`src/rtl/store_buffer_pair.sv`:
```
// Ping-pong pair of store buffers: the producer fills one bank while the consumer drains the
// other, and the banks swap (with a one-cycle trigger pulse) once the active bank is empty.
module store_buffer_pair #(
  parameter int DATA_W = 32,
  parameter int DEPTH  = 8,
  parameter int ID_W   = 8
) (
  input  logic                       clk,
  input  logic                       rst_n,
  input  logic                       fill_valid,
  input  logic [DATA_W-1:0]          fill_data,
  output logic                       fill_ready,
  input  logic                       flush,
  output logic                       drain_valid,
  output logic [DATA_W-1:0]          drain_data,
  input  logic                       drain_ready,
  output logic                       active_bank,
  output logic                       trigger,
  output logic [$clog2(DEPTH):0]     batch_len,
  output logic [ID_W-1:0]            batch_id
);

  localparam int AW = $clog2(DEPTH);
  localparam int CW = AW + 1;

  logic [DATA_W-1:0] mem_q [2][DEPTH];

  logic [CW-1:0]   wr_cnt_q, wr_cnt_d;
  logic [CW-1:0]   rd_left_q, rd_left_d;
  logic [CW-1:0]   batch_len_q, batch_len_d;
  logic [ID_W-1:0] batch_id_q, batch_id_d;
  logic            active_bank_q, active_bank_d;
  logic            flush_pend_q, flush_pend_d;
  logic            trigger_q, trigger_d;

  logic            swap;
  logic            fill_fire;
  logic            drain_fire;
  logic [CW-1:0]   rd_idx;

  // Swap only with the active bank empty, so it never coincides with a drain handshake.
  assign swap = (rd_left_q == '0) &&
                ((wr_cnt_q == CW'(DEPTH)) || ((flush_pend_q || flush) && (wr_cnt_q != '0)));

  assign fill_ready  = (wr_cnt_q < CW'(DEPTH)) && !swap;
  assign fill_fire   = fill_valid && fill_ready;
  assign drain_valid = (rd_left_q != '0);
  assign drain_fire  = drain_valid && drain_ready;

  // Words leave in write order: offset into the batch is what has already been drained.
  assign rd_idx      = batch_len_q - rd_left_q;
  assign drain_data  = mem_q[active_bank_q][rd_idx[AW-1:0]];

  assign active_bank = active_bank_q;
  assign trigger     = trigger_q;
  assign batch_len   = batch_len_q;
  assign batch_id    = batch_id_q;

  always_comb begin
    wr_cnt_d      = wr_cnt_q;
    rd_left_d     = rd_left_q;
    batch_len_d   = batch_len_q;
    batch_id_d    = batch_id_q;
    active_bank_d = active_bank_q;
    flush_pend_d  = flush_pend_q;
    trigger_d     = 1'b0;

    if (fill_fire)  wr_cnt_d  = wr_cnt_q + CW'(1);
    if (drain_fire) rd_left_d = rd_left_q - CW'(1);

    if (swap) begin
      active_bank_d = ~active_bank_q;
      rd_left_d     = wr_cnt_q;
      batch_len_d   = wr_cnt_q;
      wr_cnt_d      = '0;
      batch_id_d    = batch_id_q + ID_W'(1);
      flush_pend_d  = 1'b0;
      trigger_d     = 1'b1;
    end else if (flush) begin
      // Remember the flush until there is a word to close and the active bank is free.
      flush_pend_d  = 1'b1;
    end
  end

  always_ff @(posedge clk or negedge rst_n) begin
    if (!rst_n) begin
      wr_cnt_q      <= '0;
      rd_left_q     <= '0;
      batch_len_q   <= '0;
      batch_id_q    <= '0;
      active_bank_q <= 1'b0;
      flush_pend_q  <= 1'b0;
      trigger_q     <= 1'b0;
    end else begin
      wr_cnt_q      <= wr_cnt_d;
      rd_left_q     <= rd_left_d;
      batch_len_q   <= batch_len_d;
      batch_id_q    <= batch_id_d;
      active_bank_q <= active_bank_d;
      flush_pend_q  <= flush_pend_d;
      trigger_q     <= trigger_d;
    end
  end

  // Storage is deliberately not reset; the counters alone define which words are live.
  always_ff @(posedge clk) begin
    if (fill_fire) mem_q[~active_bank_q][wr_cnt_q[AW-1:0]] <= fill_data;
  end

endmodule

```
`config.mk`:
```
export PLATFORM = sky130hd
export DESIGN_NAME = store_buffer_pair
export DESIGN_NICKNAME = d
export VERILOG_FILES = /design/src/rtl/store_buffer_pair.sv
export SDC_FILE = /design/constraint.sdc
export NUM_CORES = 1
export LEC_CHECK = 0
export ABC_CLOCK_PERIOD_IN_PS = 5100
export BUFFER_PORTS_ARGS = -buffer_cell sky130_fd_sc_hd__buf_2
export CAP_MARGIN = 30
export CORE_MARGIN = 10
export CORE_UTILIZATION = 34
export DETAILED_ROUTE_END_ITERATION = 16
export RECOVER_POWER = 25
export SLEW_MARGIN = 20
export SYNTH_ARGS = -nofsm -noshare
export SYNTH_HDL_FRONTEND = slang
export SYNTH_SLANG_ARGS = --single-unit
```
`constraint.sdc`:
```
create_clock -name clk -period 5.1 [get_ports clk]
set_clock_uncertainty 0.1 [all_clocks]
set_input_delay 0.51 -clock clk [delete_from_list [all_inputs] [get_ports clk]]
set_output_delay 0.51 -clock clk [all_outputs]
set_load 0.02 [all_outputs]
```
==> summary.txt, run 1 <==
CTS
  – CTS max path bufs: 3
  – CTS root buf: clkbuf_16
  – H-tree Lvls: 2
  – Skew-Pair Late Insertion Delay: slightly above 0.6 ns
  – TritonCTS clock tree: done
  – Clk slew on worst S/H paths: roughly 0.06 ns
  – Clock Sinks: approximately 540
  – Number of buffers created by CTS: between 50 and 60

Timing
  – Slew Viols, Final: 0
  – Endpoints failing setup: 0
  – Tcrit/Tclk final: 89.1%
  – Min Tclk post-route: roughly 4.5 ns
  – Tightest Pin Transition: 0.866 ns
  – Unrepaired setup endpoints after global routing: false
  – Fmax: between 200 and 250 MHz
  – Relative slew slack: 42.1%
  – Post-route setup TNS: 0 ns
  – Hold Vio Cnt, Final: 0

Final layout
  – Layout cells sized above 1: about a third
  – Cell area after layout: 0.0238 mm^2
  – Synth-to-Final Area Change: 16.5%
  – Nets@finish: between 1,000 and 1,500

Yosys
  – Count leader, synth: edfxtp_1
  – Number of synthesized flops with an enable pin: ~510
  – Most frequent cells after synthesis: 512 x edfxtp_1, 160 x mux4_2, 23 x dfrtp_1, 22 x nor2_1, 20 x clkbuf_1
  – Synth Area in Compound Gates: less than 1%
  – Top cells by area, synth: edfxtp_1 75%, mux4_2 18%, dfrtp_1 2.8%
  – Dominant cell type by area after synthesis: edfxtp_1
  – Cell count after synthesis: between 800 and 900
  – Syn Area/Cell: 24.4 um^2
  – Register area share after synthesis: 78.0%
  – FFs w/ async S/R, synth: about 4.3%
  – Proportion of synthesized area in mux cells: 17.7%
  – #FFs+latches synth: around 540
  – Netlist Area Pre-Place: ~0.020 mm^2
  – Post-synth top flop: edfxtp_1
  – Ys Warns: 0
  – Synth Area in Adders: less than 1%
  – Synth Area in Simple Gates: under 10%
  – Main combinational cell family by area after synthesis: multiplexers
  – Synth top area share: between 70% and 80%
  – Count of cell types in the netlist: 34
  – Xor/xnor share of the synthesized area: 0.557%
  – Post-synthesis net count: roughly 880

Pwr
  – Lkg Pwr: between 0.007 and 0.008 uW
  – Max VDD drop: approximately 0.53 mV
  – Power Density: slightly above 700 mW/mm^2

Worst setup path
  – Critical-path top delay cell: fa_4
  – R2R Path End: mem_q[0][174]$_DFFE_PP_
  – CP required: roughly 4.5 ns
  – R2R depth: 7
  – Crit path arrival time: about 3.9 ns
  – Delay-heaviest family, CP: adder cells
  – Worst-path maximum fanout: 58
  – Crit Path Class: reg -> out
  – Crit start category: flop
  – CP Buf/Inv Count: 4
  – Crit-path max cell delay: approximately 1.1 ns
  – RR Startpoint: wr_cnt_q[0]$_DFFE_PN0P_
  – FF-to-FF setup slack: 1.68 ns
  – Critical Path Sink Type: primary output
  – CP cell instances: inv_1, ha_4, inv_1, fa_4, buf_12, mux4_2, mux4_2, buf_2
  – Crit path launch: batch_len[0]$_DFFE_PN0P_

Detailed routing
  – WL final: 45.8 mm
  – Vias per cell: about 5
  – Initial detailed-routing violation count: between 600 and 700
  – Vias: approximately 9,000
  – DRC viols: 0
  – DR WL/cell: 25.6 um
  – Antenna-violating nets left: 0
  – Drt first pass iters: 5

Floorplanning
  – Die Width: between 200 and 300 um
  – Die area: about 0.07 mm^2
  – Num rows: roughly 90
  – # IOs: 85
  – Die height: between 200 and 300 um
  – CORE AREA: 0.0592 mm^2
  – Starting Density: roughly a third

Min path
  – Worst hold endpoint: wr_cnt_q[3]$_DFFE_PN0P_
  – Hold path startpoint: fill_valid
  – Worst Hold Class: in -> reg
  – Worst Hold Depth: 3

GRT
  – Gr usage total: between 10% and 20%
  – Initial antenna violation count: 2
  – First-pass GRT wire length: 68.0 mm
  – GRT overflow: 0
  – Largest net degree at the start of global routing: approximately 60
  – Vias in the first global route: just under 10,000

Placed design
  – Post-DP Area: between 0.02 and 0.025 mm^2
  – I/O Buffers: 84
  – Gp weighted congestion: roughly 0.7
  – Estimated wirelength of the detail-placed design: between 20 and 30 mm

Outcome
  – Status: completed

Job
  – Max-cap check violation count: 0
-- cells by family (layout without fill, tap and decap cells) --
group	count (synthesis)	count (layout)
buffers and inverters	52	231
AOI/OAI and AO/OA	12	12
and+or+nand+nor	56	56
other	0	1
DFF	535	535
xor gates and xnor gates	13	13
muxes	162	162
adders and majority gates	7	7
-- worst max-delay path by stage --
stage / to / slack, ns / cells after the start
finish: drain_data[14] / 0.56 / 8
global route: drain_data[14] / 0.39 / 8
CTS: drain_data[14] / 0.46 / 8
detailed placement: drain_data[14] / 1.11 / 8
global placement: drain_data[2] / 1.08 / 9
floorplan: mem_q[1][224]$_DFFE_PP_ / 0.62 / 7
-- placed cells by master (no fill, tap or decap), drive strengths merged, types with 5 or more instances in the layout --
| cell | count |
|---|---|
| nand4 | 5 |
| clkbuf | 90 |
| bufinv | 5 |
| ha | 6 |
| clkinv | 26 |
| edfxtp | 512 |
| nor2 | 22 |
| dfrtp | 23 |
| nand2 | 10 |
| mux4 | 160 |
| nor3 | 5 |
| xnor2 | 8 |
| xor2 | 5 |
| buf | 94 |
| inv | 13 |
-- area by class of cell --
cell class,count,area [um^2]
timing repair buffer,120,748
clock inverter,36,349
inverter,10,37.5
sequential,535,16000
antenna,1,2.50
clock buffer,65,1410
tap,773,967
multi-input combinational,250,4350
fill,5205,35400
-- stage by stage --
step,worst slack (ns),power [uW],hold WS [ns],std cells,utilization (%)
final,0.555,17200,0.105,1790,40.2
after global routing,0.395,18000,0.102,1789,40.2
after CTS,0.457,17600,0.0784,1789,40.3
after detailed placement,1.11,13600,0.396,1687,37.3
after global placement,1.08,13600,0.355,1685,37.2
after floorplan,0.619,11100,0.114,837,-
-- registers in the layout, summed over array words and instances, names as in the netlist --
register,cells
mem_q,512
batch_id,8
batch_len,4
rd_left_q,4
wr_cnt_q,4
active_bank,1
flush_pend_q,1
trigger,1
-- worst min-delay path, delay by kind of cell --
family | cells | cell delay, ns
buffers and inverters | 1 | 0.11
and+or+nand+nor | 1 | 0.08
AOI/OAI and AO/OA | 1 | 0.07
-- where the power goes --
group | total [uW] | internal [uW] | switching, uW
combinational | 7850 | 3700 | 4140
sequential | 5410 | 5230 | 182
clock | 3910 | 2240 | 1670
-- timing repair --
item / 4_1_cts / 5_1_grt
buffers inserted: 0 / 0
hold endpoints to repair: 23 / 0
resized for setup: 0 / 0
hold buffers: 1 / 0
-- layer usage --
layer	routed length, um	global-route usage, %
met1	20400	17.6
met2	23000	21.7
met3	1730	2.58
met4	692	2.84
met5	8	0
(Power assumes the default switching activity.)
==> run 2, diff against run 1 <==
--- a/config.mk
+++ b/config.mk
@@ -11,6 +11,7 @@
 export CORE_MARGIN = 10
 export CORE_UTILIZATION = 34
 export DETAILED_ROUTE_END_ITERATION = 16
+export GPL_TIMING_DRIVEN = 0
 export RECOVER_POWER = 25
 export SLEW_MARGIN = 20
 export SYNTH_ARGS = -nofsm -noshare
==> summary.txt, run 2 (synthesized netlist as in run 1, its figures left out) <==
Outcome
  – Status: completed

Worst setup path
  – Delay-heaviest family, CP: buffers and inverters
  – CP Buf/Inv Count: 5
  – Crit Path Class: reg -> out
  – Crit path arrival time: ~4.4 ns
  – Crit start category: flop
  – Crit-path max cell delay: 0.78 ns
  – Critical Path Sink Type: primary output
  – Worst-path maximum fanout: 10
  – CP cell instances: inv_1, ha_1, inv_1, fa_1, clkbuf_1, clkbuf_1, mux4_2, mux4_2, buf_2
  – Critical-path top delay cell: clkbuf_1
  – CP required: around 4.5 ns

CTS
  – H-tree Lvls: 2
  – Post-CTS Hold Buffers: 1
  – Post-cts resize count: 0
  – Setup Buffers After CTS: 0
  – CTS max path bufs: 3
  – TritonCTS clock tree: done
  – Clock Sinks: 535
  – CTS root buf: clkbuf_16
  – Skew-Pair Late Insertion Delay: about 0.60 ns
  – Number of buffers created by CTS: 53
  – Clk slew on worst S/H paths: ~0.060 ns

Final layout
  – Leading cell type in the layout, fill and taps excluded: edfxtp_1
  – Max reg flops: roughly 510
  – Fill cells: ~5,100
  – Antenna cell count: 0
  – Final Util: 40.8%
  – Layout cells sized above 1: between 30% and 40%
  – Synth-to-Final Area Change: 18.2%
  – Cell Count, Final, Fillers Out: between 1,500 and 2,000
  – Nets@finish: roughly 1,100
  – Most frequent cells in the layout: 512 x edfxtp_1, 160 x mux4_2, 72 x buf_2

Timing
  – Hold Vio Cnt, Final: 0
  – Tcrit/Tclk final: a little over nine tenths
  – Tightest Pin Transition: ~0.95 ns
  – Min Tclk post-route: ~5 ns
  – Unrepaired setup endpoints after global routing: false
  – Slew Viols, Final: 0
  – Endpoints failing setup: 0
  – Relative slew slack: 36.5%
  – Final WS setup: 0.125 ns
  – Fmax: between 200 and 250 MHz
  – Post-route setup TNS: 0 ns

GRT
  – First-pass GRT wire length: between 60 and 70 mm
  – Largest net degree at the start of global routing: 24
  – Vias in the first global route: 9,985
  – Gr usage total: 13.1%
  – GRT overflow: 0
  – Initial antenna violation count: 4

Detailed routing
  – Vias: between 9,000 and 10,000
  – Antenna-violating nets left: 0
  – DR WL/cell: 25.0 um
  – Vias per cell: 5.09
  – Drt first pass iters: 4
  – DRC viols: 0
  – WL final: roughly 46 mm
  – Initial detailed-routing violation count: 819

Job
  – Max-cap check violation count: 0

Placed design
  – Gp weighted congestion: between 0.7 and 0.8
  – Estimated wirelength of the detail-placed design: roughly 30 mm
  – Pre-CTS setup slack: ~0.73 ns
  – I/O Buffers: 84
  – Placed Instances: around 1,700

Floorplanning
  – Die Width: roughly 270 um
  – Starting Density: ~35%
  – # IOs: 85
  – Die area: ~0.070 mm^2
  – CORE AREA: 0.0592 mm^2
  – Die height: ~270 um
  – Num rows: 89

Pwr
  – Sw frac: between 30% and 40%
  – Sequential fraction of design power: between 30% and 40%
  – Sw Pwr: ~6300 uW
  – Max VDD drop: between 0.4 and 0.5 mV
  – Comb pwr share: 47.9%
  – Internal power: 11,100 uW
  – Clock power share: roughly a fifth
  – Lkg Pwr: a little under 0.008 uW
  – Power Density: roughly 720 mW/mm^2
  – PnR Total Power: roughly 17,000 uW

Min path
  – Worst Hold Class: in -> reg
-- run 2: changes by cell type in the layout (fill, tap and decap cells not counted), sizes merged --
cell,delta
clkinv,-1
buf,+26
bufinv,-2
clkbuf,+18
inv,-1
diode,-1
clkinvlp,-2
-- run 2: path summary, 6_finish.rpt --
| kind | cells after the start | from | slack [ns] | end |
|---|---|---|---|---|
| worst max-delay path | 9 | batch_len[0]$_DFFE_PN0P_ | 0.12 | drain_data[29] |
| worst min register to register | 1 | batch_id[7]$_DFFE_PN0P_ | 0.37 | batch_id[7]$_DFFE_PN0P_ |
| worst min-delay path | 3 | fill_valid | 0.12 | wr_cnt_q[3]$_DFFE_PN0P_ |
| max in group asynchronous | 2 | rst_n | 4.22 | batch_id[6]$_DFFE_PN0P_ |
| min in group asynchronous | 2 | rst_n | 0.34 | batch_id[3]$_DFFE_PN0P_ |
| worst max register to register | 9 | wr_cnt_q[0]$_DFFE_PN0P_ | 1.37 | mem_q[1][233]$_DFFE_PP_ |
-- run 2: area by class of cell --
| cell class | count | area [um^2] | share of cell area [%] |
|---|---|---|---|
| flip-flops and latches | 535 | 16000 | 66.0 |
| multi-input cells | 250 | 4320 | 17.9 |
| clock buffers | 65 | 1390 | 5.77 |
| well taps | 773 | 967 | 4.00 |
| inverters | 10 | 37.5 | 0.155 |
| repair buffers | 122 | 995 | 4.12 |
| plain buffers | 42 | 238 | 0.984 |
| clock inverters | 30 | 245 | 1.02 |
-- run 2: worst register-to-register path, delay by kind of cell (launching register included) --
family,cells,cell delay (ns)
AO/OA/AOI/OAI,1,0.10
adder cells (fa/ha/maj),1,0.24
buffers and inverters,4,1.18
flip-flops,1,0.37
AND/OR/NAND/NOR,3,1.44
-- run 2: per-layer routing --
metal | wire, um | global-route usage (%) | part of all wire, % | vias to the layer above
li1 | - | - | - | 3933
met1 | 19000 | 16.7 | 41 | 5040
met2 | 23400 | 22.4 | 51 | 250
met3 | 2470 | 2.53 | 5.4 | 67
met4 | 840 | 3.85 | 1.8 | 6
met5 | 44 | 0 | 0.096 | -
-- run 2: stage by stage --
step,area [um^2],hold WS [ns]
2_1_floorplan,20400,0.114
3_3_place_gp,21800,0.362
3_5_place_dp,22500,0.373
4_1_cts,24200,0.102
5_1_grt,24100,0.144
6_report,24100,0.124
-- run 2: power by group through the flow --
stage          Sequential, uW  Clock (uW)  Combinational [uW]
2_1_floorplan            5470           0                5620
3_3_place_gp             5490           0                8330
3_5_place_dp             5460           0                8590
4_1_cts                  5370        3780                8600
5_1_grt                  5400        3940                8920
6_report                 5370        3690                8340
